**src/rtl/decompress_csr.sv**
```systemverilog
// CSR-to-dense decompressor: walks nonzeros one per cycle into a row buffer,
// streams each finished row over valid/ready, then presents the full matrix.
module decompress_csr #(
  parameter int SIZE_OUT      = 10,
  parameter int H_OUT         = 3,
  parameter int W_OUT         = 3,
  parameter int SIZE_in_DATA  = 14,
  parameter int SIZE_val_DATA = 8,
  parameter int SIZE_col_DATA = 10,
  parameter int SIZE_row_DATA = 18
) (
  input  logic                                  clk,
  input  logic                                  reset,
  input  logic                                  enable,
  input  logic                                  start,
  input  logic signed [SIZE_val_DATA-1:0]       val [SIZE_OUT],
  input  logic        [SIZE_col_DATA-1:0]       col [SIZE_OUT],
  input  logic        [SIZE_row_DATA-1:0]       row [H_OUT+1],
  output logic signed [SIZE_in_DATA-1:0]        row_data [W_OUT],
  output logic [((H_OUT > 1) ? $clog2(H_OUT) : 1)-1:0] row_idx,
  output logic                                  row_valid,
  input  logic                                  row_ready,
  output logic signed [SIZE_in_DATA-1:0]        output_array [H_OUT][W_OUT],
  output logic                                  valid_output,
  output logic                                  busy,
  output logic                                  error
);

  localparam int RW  = (H_OUT > 1) ? $clog2(H_OUT) : 1;
  localparam int RCW = $clog2(H_OUT + 1);
  localparam int IW  = (SIZE_OUT > 1) ? $clog2(SIZE_OUT) : 1;
  localparam int CW  = (W_OUT > 1) ? $clog2(W_OUT) : 1;

  localparam logic [SIZE_col_DATA-1:0] W_LIM    = SIZE_col_DATA'(W_OUT);
  localparam logic [SIZE_row_DATA-1:0] SIZE_LIM = SIZE_row_DATA'(SIZE_OUT);
  localparam logic [RCW-1:0]           H_FULL   = RCW'(H_OUT);

  localparam logic [2:0] S_IDLE = 3'd0;
  localparam logic [2:0] S_LOAD = 3'd1;
  localparam logic [2:0] S_FILL = 3'd2;
  localparam logic [2:0] S_EMIT = 3'd3;
  localparam logic [2:0] S_DONE = 3'd4;
  localparam logic [2:0] S_ERR  = 3'd5;

  logic [2:0]                       state;
  logic [SIZE_row_DATA-1:0]         row_array [H_OUT+1];
  logic [SIZE_row_DATA-1:0]         ptr;
  logic [RCW-1:0]                   r;
  logic signed [SIZE_in_DATA-1:0]   row_buf [W_OUT];

  logic [RCW-1:0]                   r_next;
  logic [RCW-1:0]                   r_next2;
  logic [SIZE_row_DATA-1:0]         row_end;
  logic [SIZE_row_DATA-1:0]         ptr_inc;
  logic [SIZE_col_DATA-1:0]         col_cur;
  logic signed [SIZE_val_DATA-1:0]  val_cur;
  logic signed [SIZE_in_DATA-1:0]   val_ext;
  logic                             ptrs_ok;

  // r_next2 is clamped so the lookahead never indexes past the pointer table
  // on the last row; its value is unused in that case.
  always_comb begin
    r_next  = r + 1'b1;
    r_next2 = (r_next == H_FULL) ? r_next : r_next + 1'b1;
    row_end = row_array[r_next];
    ptr_inc = ptr + 1'b1;
    col_cur = col[ptr[IW-1:0]];
    val_cur = val[ptr[IW-1:0]];
    val_ext = SIZE_in_DATA'(val_cur);
  end

  always_comb begin
    ptrs_ok = (row_array[0] == '0) && (row_array[H_OUT] <= SIZE_LIM);
    for (int k = 0; k < H_OUT; k++) begin
      if (row_array[k+1] < row_array[k]) ptrs_ok = 1'b0;
    end
  end

  always_comb begin
    for (int j = 0; j < W_OUT; j++) row_data[j] = row_buf[j];
    row_idx      = r[RW-1:0];
    row_valid    = (state == S_EMIT);
    valid_output = (state == S_DONE);
    error        = (state == S_ERR);
    busy         = (state == S_LOAD) || (state == S_FILL) || (state == S_EMIT);
  end

  // Row-end checks are made one step ahead so an empty row, or the last
  // nonzero of a row, moves straight into EMIT without an idle FILL cycle.
  always_ff @(posedge clk or posedge reset) begin
    if (reset) begin
      state <= S_IDLE;
      ptr   <= '0;
      r     <= '0;
      for (int k = 0; k <= H_OUT; k++) row_array[k] <= '0;
      for (int j = 0; j < W_OUT; j++) row_buf[j] <= '0;
      for (int i = 0; i < H_OUT; i++)
        for (int j = 0; j < W_OUT; j++) output_array[i][j] <= '0;
    end else if (enable) begin
      case (state)
        S_IDLE, S_DONE, S_ERR: begin
          if (start) begin
            state <= S_LOAD;
            ptr   <= '0;
            r     <= '0;
            for (int k = 0; k <= H_OUT; k++) row_array[k] <= row[k];
            for (int j = 0; j < W_OUT; j++) row_buf[j] <= '0;
            for (int i = 0; i < H_OUT; i++)
              for (int j = 0; j < W_OUT; j++) output_array[i][j] <= '0;
          end
        end
        S_LOAD: begin
          if (!ptrs_ok)             state <= S_ERR;
          else if (row_end == ptr)  state <= S_EMIT;
          else                      state <= S_FILL;
        end
        S_FILL: begin
          if (ptr < row_end) begin
            if (col_cur >= W_LIM) begin
              state <= S_ERR;
            end else begin
              row_buf[col_cur[CW-1:0]] <= val_ext;
              ptr <= ptr_inc;
              if (ptr_inc == row_end) state <= S_EMIT;
            end
          end else begin
            state <= S_EMIT;
          end
        end
        S_EMIT: begin
          if (row_ready) begin
            output_array[r[RW-1:0]] <= row_buf;
            for (int j = 0; j < W_OUT; j++) row_buf[j] <= '0;
            r <= r_next;
            if (r_next == H_FULL)              state <= S_DONE;
            else if (row_array[r_next2] == ptr) state <= S_EMIT;
            else                               state <= S_FILL;
          end
        end
        default: state <= S_IDLE;
      endcase
    end
  end

endmodule

```
**config.mk**
```make
export PLATFORM = sky130hd
export DESIGN_NAME = decompress_csr
export DESIGN_NICKNAME = d
export VERILOG_FILES = /design/src/rtl/decompress_csr.sv
export SDC_FILE = /design/constraint.sdc
export NUM_CORES = 1
export LEC_CHECK = 0
export ABC_AREA = 1
export BUFFER_PORTS_ARGS = -buffer_cell sky130_fd_sc_hd__buf_2
export CAP_MARGIN = 15
export CORE_ASPECT_RATIO = 1.1
export CORE_MARGIN = 3
export CORE_UTILIZATION = 30
export DETAILED_ROUTE_END_ITERATION = 7
export PLACE_DENSITY = 0.57
export REMOVE_ABC_BUFFERS = 1
export SYNTH_ARGS = -nofsm -noshare
export SYNTH_HDL_FRONTEND = slang
export SYNTH_SLANG_ARGS = --single-unit
```
**constraint.sdc**
```tcl
create_clock -name clk -period 8.6 [get_ports clk]
set_input_delay 1.29 -clock clk [delete_from_list [all_inputs] [get_ports clk]]
set_output_delay 1.29 -clock clk [all_outputs]
set_load 0.03 [all_outputs]
```
== Yosys cells after proc, flatten, opt, wreduce, memory -nomap -nowiden ==
Index checks and enable logic that the tools add are counted.

* Mux-type cells: 47
* $add $sub $neg: 3
* Bitwise operators: 5
* Reduce and logical (&&, ||, !) cells: 16
* Eq/ne operators: 14
* Magnitude comparators: 13

{| class="wikitable"
|+ Operators with widths
! operator !! number
|-
| $mux 126 || 2
|-
| $pmux 126 s2 || 1
|-
| $mux 42 || 5
|-
| $bwmux 126 || 1
|-
| $mux 18 || 7
|-
| $pmux 42 s3 || 1
|-
| $demux 42 s2 || 1
|-
| $bmux 18 s2 || 2
|-
| $lt 18x18->1 || 4
|-
| $eq 18x18->1 || 3
|-
| $bwmux 42 || 1
|-
| $bmux 10 s4 || 1
|-
| $pmux 18 s2 || 1
|-
| $bmux 8 s4 || 1
|-
| $demux 14 s2 || 1
|-
| $mux 3 || 7
|-
| $mux 10 || 2
|-
| $add 18x1->18 const B || 1
|-
| $le 18x4->1 const B || 1
|-
| $logic_not 18->1 || 1
|-
| $mux 8 || 2
|-
| $mux 14 || 1
|-
| $ge 3x3->1 const B || 4
|-
| $not 2->3 || 4
|-
| other kinds (26) || 43
|}

* Input bits: 257
* Word-level logic and storage cells: 117
* Register bits: 263
* Output and inout port bits: 174

== Longest topological paths before layout ==
Gate-level depths: netlist (run 1).

* Depth after elaboration: 13
* Mapped depth: 22
* Mapped depth without buffers: 20

== Worst setup path after synthesis (run 1) ==
OpenSTA, ideal clock, no wires.

* Path type: reg2reg
* Start point: reg r[0] (netlist: row_idx[0])
* End point: reg ptr[3]
* Period minus slack after synthesis: 3.485 ns
* Library setup time: 0.122 ns
* Path buffers: 4
* Setup slack: 5.115 ns
* Cell stages (with the launch flop): 20
* Arrival: 3.363 ns
* Required time: 8.478 ns
* Cell sequence: dfrtp_1 > buf_2 > inv_1 > buf_2 > ha_1 > buf_1 > mux2i_1 > ha_1 > nand2_1 > inv_1 > o21ai_0 > a21oi_1 > nor2_1 > and3_1 > nand3_2 > nand2_4 > nand2_2 > buf_2 > nand2_1 > o21ai_1

* Word-level cells in the longest chain between the ends: 8

{| class="wikitable"
|+ Ends and longest elaborated chain
! what !! RTL line !! RTL
|-
| from (decl) || 48 || <nowiki>logic [RCW-1:0] r;</nowiki>
|-
| from (signal assigned) || 134 || <nowiki>r <= r_next;</nowiki>
|-
| $add 2x1->2 || 63 || <nowiki>r_next = r + 1'b1;</nowiki>
|-
| $not 2->3 (not written as such) || 65 || <nowiki>row_end = row_array[r_next];</nowiki>
|-
| $bmux 18 s2 || 65 ||
|-
| $mux 18 (not written as such) (2 in series) || 65 ||
|-
| $lt 18x18->1 || 118 || <nowiki>if (ptr < row_end) begin</nowiki>
|-
| $ne 2x1->1 (no line) || -- ||
|-
| $reduce_and 5->1 (no line) || -- ||
|-
| to (signal assigned) || 123 || <nowiki>ptr <= ptr_inc;</nowiki>
|-
| to (decl) || 47 || <nowiki>logic [SIZE_row_DATA-1:0] ptr;</nowiki>
|}

Every way passes these cells. The select of a mux whose other input is x is not followed.
A chain may end at the register's enable or synchronous reset.

== Final worst setup path (run 1) ==
* Start point: reg r[0] (netlist: row_idx[0])
* End point: reg ptr[12]

Same word-level chain as after synthesis.

==> results_dict.tcl, run 1 <==
set metrics [dict create \
    status "finished clean" \
    gr-max-usage-layer "met2" \
    ant_nets 0 \
    yosysUniqueCellTypes 47 \
    use_met2_pct 38.5 \
    required_ns 8.96 \
    cts_setup_buffers 0 \
    finalSetupViolations 0 \
    syn_area_sq_um 13400 \
    fp.dieH_um 228 \
    slew_headroom_pct 28.8 \
    synth_compound_area_share_pct 16.2 \
    placedCellCount 2748 \
    cts_resized 0 \
    antennaDiodeCount 0 \
    grt_max_degree 104 \
    max_stage_delay_ns 1.05 \
    use_met3_pct 4.33 \
    drt_iter0_drc 961 \
    clock_latency_ns 0.48 \
    synth_most_common_cell "nand2_1" \
    maxCapViolations 0 \
    cts_tree "done" \
    met1_usage_pct 25.4 \
    rsz0062_at_grt "no" \
    drv_slew 0 \
    start_util_pct 30.7 \
    yosys-top-cells-area "dfrtp_1 36%, nand2_1 13%, ha_1 7.1%" \
    finalHoldViolations 0 \
    layout-drive-gt1-share_pct 23.4 \
    track_usage_pct 21.3 \
    grt_pass1_vias 13500 \
    synth.avg_cell_area_sq_um 7.12 \
    power.leakage_uw 0.00856 \
    io_buffers 430 \
    yosys-mux-area-fraction_pct 1.50 \
    cts_buffer_depth 2 \
    worstMarginPinSlew_ns 1.07 \
    fin_crit_sh_pct 63.6 \
    cpMostUsedCell "inv_1" \
    ir_worst_vdd_v 0.000146 \
    async_reset_ff_share_pct 100 \
    routedWlPerCell_um 18.8 \
    die_w_um 208 \
    crit_arrival_ns 5.83 \
    clock-sinks 191 \
    min_period_ns 5.47 \
    rows 80 \
    synth-simple-area-share_pct 25.3 \
    via_count 13700 \
    ys_seq_elements 191 \
    yosys_most_used_dff "dfrtp_1" \
    drc 0 \
    startpoint_type "register" \
    synth_adder_area_share_pct 7.07 \
    ys_seq_area_share_pct 35.6 \
    antenna_found_initial 1 \
    wirelength_um 52100 \
    coreArea_sq_um 43800 \
    yosys.area.top_type_share_pct 35.6 \
    synth_top_family_by_area "simple AND/OR/NAND/NOR gates" \
    layout.nets 2527 \
    critPathMaxFanout 57 \
    gp_congestion 0.934 \
    io_pins 431 \
    synth_top_area_cell "dfrtp_1" \
    crit_chain "buf_4 > inv_1 > ha_1 > inv_1 > a21oi_1 > o21ai_0 > nand2_1 > ha_1 > nand2_1 > inv_1 > nand3_1 > nor2_1 > nand4_1 > and3_1 > nand3_2 > nand2_4 > nand2_2 > inv_1 > nand2_1 > o21ai_0" \
    grt-ovfl-total 0 \
    vias_per_cell 4.93 \
    yosysWarnings 0 \
    fin_worst_skew_ns 0.0190 \
    postCtsHoldBufs 0 \
    dr.pass1.iters 5 \
    synthXorXnorAreaFrac_pct 1.11 \
    finalSetupTns_ns 0 \
    fmax_mhz 183 \
    n_fill_cell 4718 \
    power.density_nw_per_um2 234 \
    grt_pass1_wl_um 79500 \
    cp-end-kind "register" \
    stdcell_count 2781 \
    synth_edf_count 0 \
    ctsHtreeMaxLevel 4 \
    root_buffer "clkbuf_16" \
    critPathKind "reg -> reg" \
    area_growth_pct 20.3 \
    numCtsBuffers 17 \
    synth_common_cells "448 x nand2_1, 214 x inv_1, 196 x nor2_1" \
    cp_slowest_cell "ha_1" \
    clk_pin_slew_ns 0.09 \
    place_hpwl_um 41500 \
    dieArea_sq_um 47400 \
    synth_cells 1889 \
    hold_path_class "reg -> reg" \
]
==> logic make-up (layout without fill, tap and decap cells) <==
family | Yosys count | in the layout
compound gates | 386 | 386
xor+xnor | 17 | 17
fa+ha+maj | 76 | 76
buf+inv | 384 | 702
flops | 191 | 191
mux | 19 | 19
simple gates | 816 | 816
==> report_power, final <==
group	internal [uW]	switching (uW)
Combinational	580	1070
Clock	408	456
Sequential	1070	200
Total	2050	1730
==> cell type report <==
cell class	count	area [sq um]	share of cell area (%)
Timing Repair Buffer	445	2280	14.1
Inverter	225	852	5.27
Clock buffer	17	425	2.63
Multi-Input combinational cell	1314	6890	42.6
Sequential cell	191	4780	29.6
Clock inverter	15	223	1.38
Tap cell	574	718	4.44
==> sequential cells by signal, summed over array words and instances, names as in the netlist <==
signal,cells
row_array,72
output_array,72
row_idx,2
state,3
ptr,18
row_data,24
==> cells in the final DEF, fill, tap and decap left out, types with 7 or more instances in the layout <==
| cell | n |
|---|---|
| a21oi_1 | 145 |
| a22oi_1 | 8 |
| a32o_1 | 8 |
| buf_2 | 430 |
| buf_4 | 14 |
| clkbuf_16 | 17 |
| clkinv_8 | 8 |
| dfrtp_1 | 190 |
| ha_1 | 76 |
| inv_1 | 213 |
| inv_2 | 7 |
| mux2_2 | 9 |
| mux2i_1 | 10 |
| nand2_1 | 448 |
| nand3_1 | 122 |
| nand4_1 | 13 |
| nor2_1 | 196 |
| nor3_1 | 8 |
| o21a_1 | 10 |
| o21ai_0 | 78 |
| o21ai_1 | 39 |
| o22ai_1 | 82 |
| xor2_1 | 12 |
==> path summary, 6_finish.rpt <==
| kind | start | to | slack, ns | depth (start not counted) |
|---|---|---|---|---|
| worst max-delay path | row_idx[0] | ptr[12] | 3.13 | 20 |
| max in group asynchronous | reset | row_data[5] | 6.36 | 4 |
| worst min register to register | output_array[18] | output_array[18] | 0.53 | 2 |
| worst max register to register | row_idx[0] | ptr[12] | 3.13 | 20 |
| min in group asynchronous | reset | output_array[40] | 0.88 | 2 |
| worst min-delay path | output_array[18] | output_array[18] | 0.53 | 2 |
==> per-stage QoR <==
stage	util (%)	setup WS, ns	power, uW	hold WS, ns	cell area (sq um)
after floorplan	-	2.11	2360	0.524	12500
after global placement	35.4	3.41	2900	0.504	15500
after detailed placement	35.4	3.16	2940	0.518	15500
after CTS	36.8	3.15	3820	0.532	16100
after global routing	36.9	2.60	4110	0.544	16200
final	36.9	3.13	3780	0.526	16200
==> worst max-delay path: cells and delay by family, from the launching register on <==
family	cells	cell delay [ns]
flops	1	0.33
compound gates	3	0.42
buf+inv	5	1.67
fa+ha+maj	2	1.17
simple gates	10	1.73
==> per-layer routing <==
layer / wire (um) / vias up / part of all wire (%)
li1: - / 6741 / -
met1: 21300 / 6480 / 41
met2: 26700 / 428 / 51
met3: 2800 / 62 / 5.4
met4: 1300 / 2 / 2.5
met5: 13 / - / 0.025
No activity file was read; power rests on OpenSTA's default activity.
==> inputs of run 2 (changes only) <==
==> constraint.sdc (replaced) <==
create_clock -name clk -period 5.7 [get_ports clk]
set_input_delay 0.855 -clock clk [delete_from_list [all_inputs] [get_ports clk]]
set_output_delay 0.855 -clock clk [all_outputs]
set_load 0.03 [all_outputs]
==> run 2 against run 1 <==
  * Non-clock buffer count increased by 3
  * Sequential power increased by 50%
  * Die area unchanged
  * Clock skew decreased by 0.00066 ns
  * Combinational power increased by 52%
  * Hold slack got worse by 0.029 ns
  * Global-route usage increased by 0.059 points
  * Sequential cell count unchanged
  * Critical endpoint is now ptr[14]
==> results_dict.tcl, run 2 (same netlist as run 1, synthesis figures left out) <==
set metrics [dict create \
    status "finished clean" \
    clk_pin_slew_ns 0.08 \
    dieArea_sq_um 47400 \
    finalSetupViolations 0 \
    fin_crit_sh_pct 69.8 \
    coreArea_sq_um 43800 \
    use_met2_pct 39.7 \
    rows 80 \
    n_fill_cell 4730 \
    grt_max_degree 94 \
    power.leakage_uw 0.00854 \
    ir_worst_vdd_v 0.000166 \
    io_buffers 430 \
    start_util_pct 30.7 \
    root_buffer "clkbuf_16" \
    finalSetupTns_ns 0 \
    maxCapViolations 0 \
    critPathMaxFanout 32 \
    fmax_mhz 251 \
    layout.nets 2530 \
    layout-drive-gt1-share_pct 23.5 \
    power.density_nw_per_um2 351 \
    drt_iter0_drc 934 \
    cts_tree "done" \
    slew_headroom_pct 29.3 \
    postCtsHoldBufs 0 \
    drv_slew 0 \
    grt_pass1_vias 13600 \
    mostFrequentLayoutCell "nand2_1" \
    placedCellCount 2752 \
    critPathKind "reg -> reg" \
    cp-end-kind "register" \
    fin_area_sq_um 16100 \
    gr-max-usage-layer "met2" \
    cts_buffer_depth 2 \
    met1_usage_pct 25.5 \
    use_met3_pct 3.34 \
    rsz0062_at_grt "no" \
    cts_resized 0 \
    area_growth_pct 20.1 \
    die_w_um 208 \
    cts_setup_buffers 0 \
    min_period_ns 3.98 \
    io_pins 431 \
    ctsHtreeMaxLevel 4 \
    wirelength_um 52400 \
    gp_congestion 0.912 \
    fp.dieH_um 228 \
    stdcell_count 2787 \
    worstMarginPinSlew_ns 1.06 \
    hold_path_class "in -> async" \
    track_usage_pct 21.3 \
    required_ns 6.04 \
    startpoint_type "register" \
    grt-ovfl-total 0 \
    crit_arrival_ns 4.32 \
    grt_pass1_wl_um 79800 \
    routedWlPerCell_um 18.8 \
    via_count 13900 \
    place_area_sq_um 15500 \
    ant_nets 0 \
    clock_latency_ns 0.46 \
    dr.pass1.iters 5 \
    vias_per_cell 4.98 \
    mostFrequentLayoutCells "448 x nand2_1, 430 x buf_2, 213 x inv_1" \
    fin_worst_skew_ns 0.0184 \
    finalHoldViolations 0 \
    drc 0 \
    numCtsBuffers 17 \
    antenna_found_initial 4 \
    clock-sinks 191 \
    place_hpwl_um 41700 \
]
## run 2: final timing paths
path | from | to | slack (ns) | cells after the start
hold / removal | reset | output_array[40] | 0.50 | 2
setup / recovery | row_idx[1] | ptr[14] | 1.72 | 20
min in group clk | row_data[20] | row_data[20] | 0.53 | 2
max in group asynchronous | reset | row_data[5] | 4.00 | 3
setup reg to reg | row_idx[1] | ptr[14] | 1.72 | 20
hold reg to reg | row_data[20] | row_data[20] | 0.53 | 2
## run 2: worst max-delay path: stages (launching register included)
cell and delay [ns]:
dfrtp_1 0.42, inv_1 0.11, ha_1 0.28, buf_4 0.22
inv_1 0.40, a21oi_1 0.07, o21ai_0 0.13, nand2_1 0.11
ha_1 0.28, nand2_1 0.04, inv_1 0.06, nand3_1 0.09
nor2_1 0.24, nand4_1 0.11, and3_1 0.25, nand3_2 0.11
nand2_4 0.10, nand2_2 0.46, inv_1 0.18, nand2_1 0.09
o21ai_0 0.08
## run 2: final cells by class
type	instances	area, sq um	share of cell area (%)
Antenna cell	3	7.51	0.0465
Clock buffer	17	425	2.64
Clock inverter	15	179	1.11
Inverter	225	852	5.28
Multi-Input combinational cell	1314	6890	42.7
Sequential cell	191	4780	29.6
Tap cell	574	718	4.45
Timing Repair Buffer	448	2290	14.2
## run 2: metrics by stage
| stage | util, % | setup WS, ns | total power, uW | hold slack (ns) |
|---|---|---|---|---|
| floorplan | - | -0.354 | 3570 | 0.524 |
| global placement | 35.4 | 1.81 | 4380 | 0.510 |
| detailed placement | 35.4 | 1.69 | 4450 | 0.516 |
| CTS | 36.8 | 1.66 | 5710 | 0.514 |
| global route | 36.8 | 1.32 | 6140 | 0.548 |
| finish | 36.8 | 1.72 | 5660 | 0.498 |
## run 2: layer usage
metal | vias to the layer above | wire length, um
li1 | 6737 | -
met1 | 6576 | 21300
met2 | 498 | 27300
met3 | 55 | 2690
met4 | 2 | 1150
met5 | - | 13
## run 2: report_power, final
part	internal, uW	total, uW	switching [uW]
clock network	600	1240	643
logic	878	2510	1640
registers	1610	1910	297
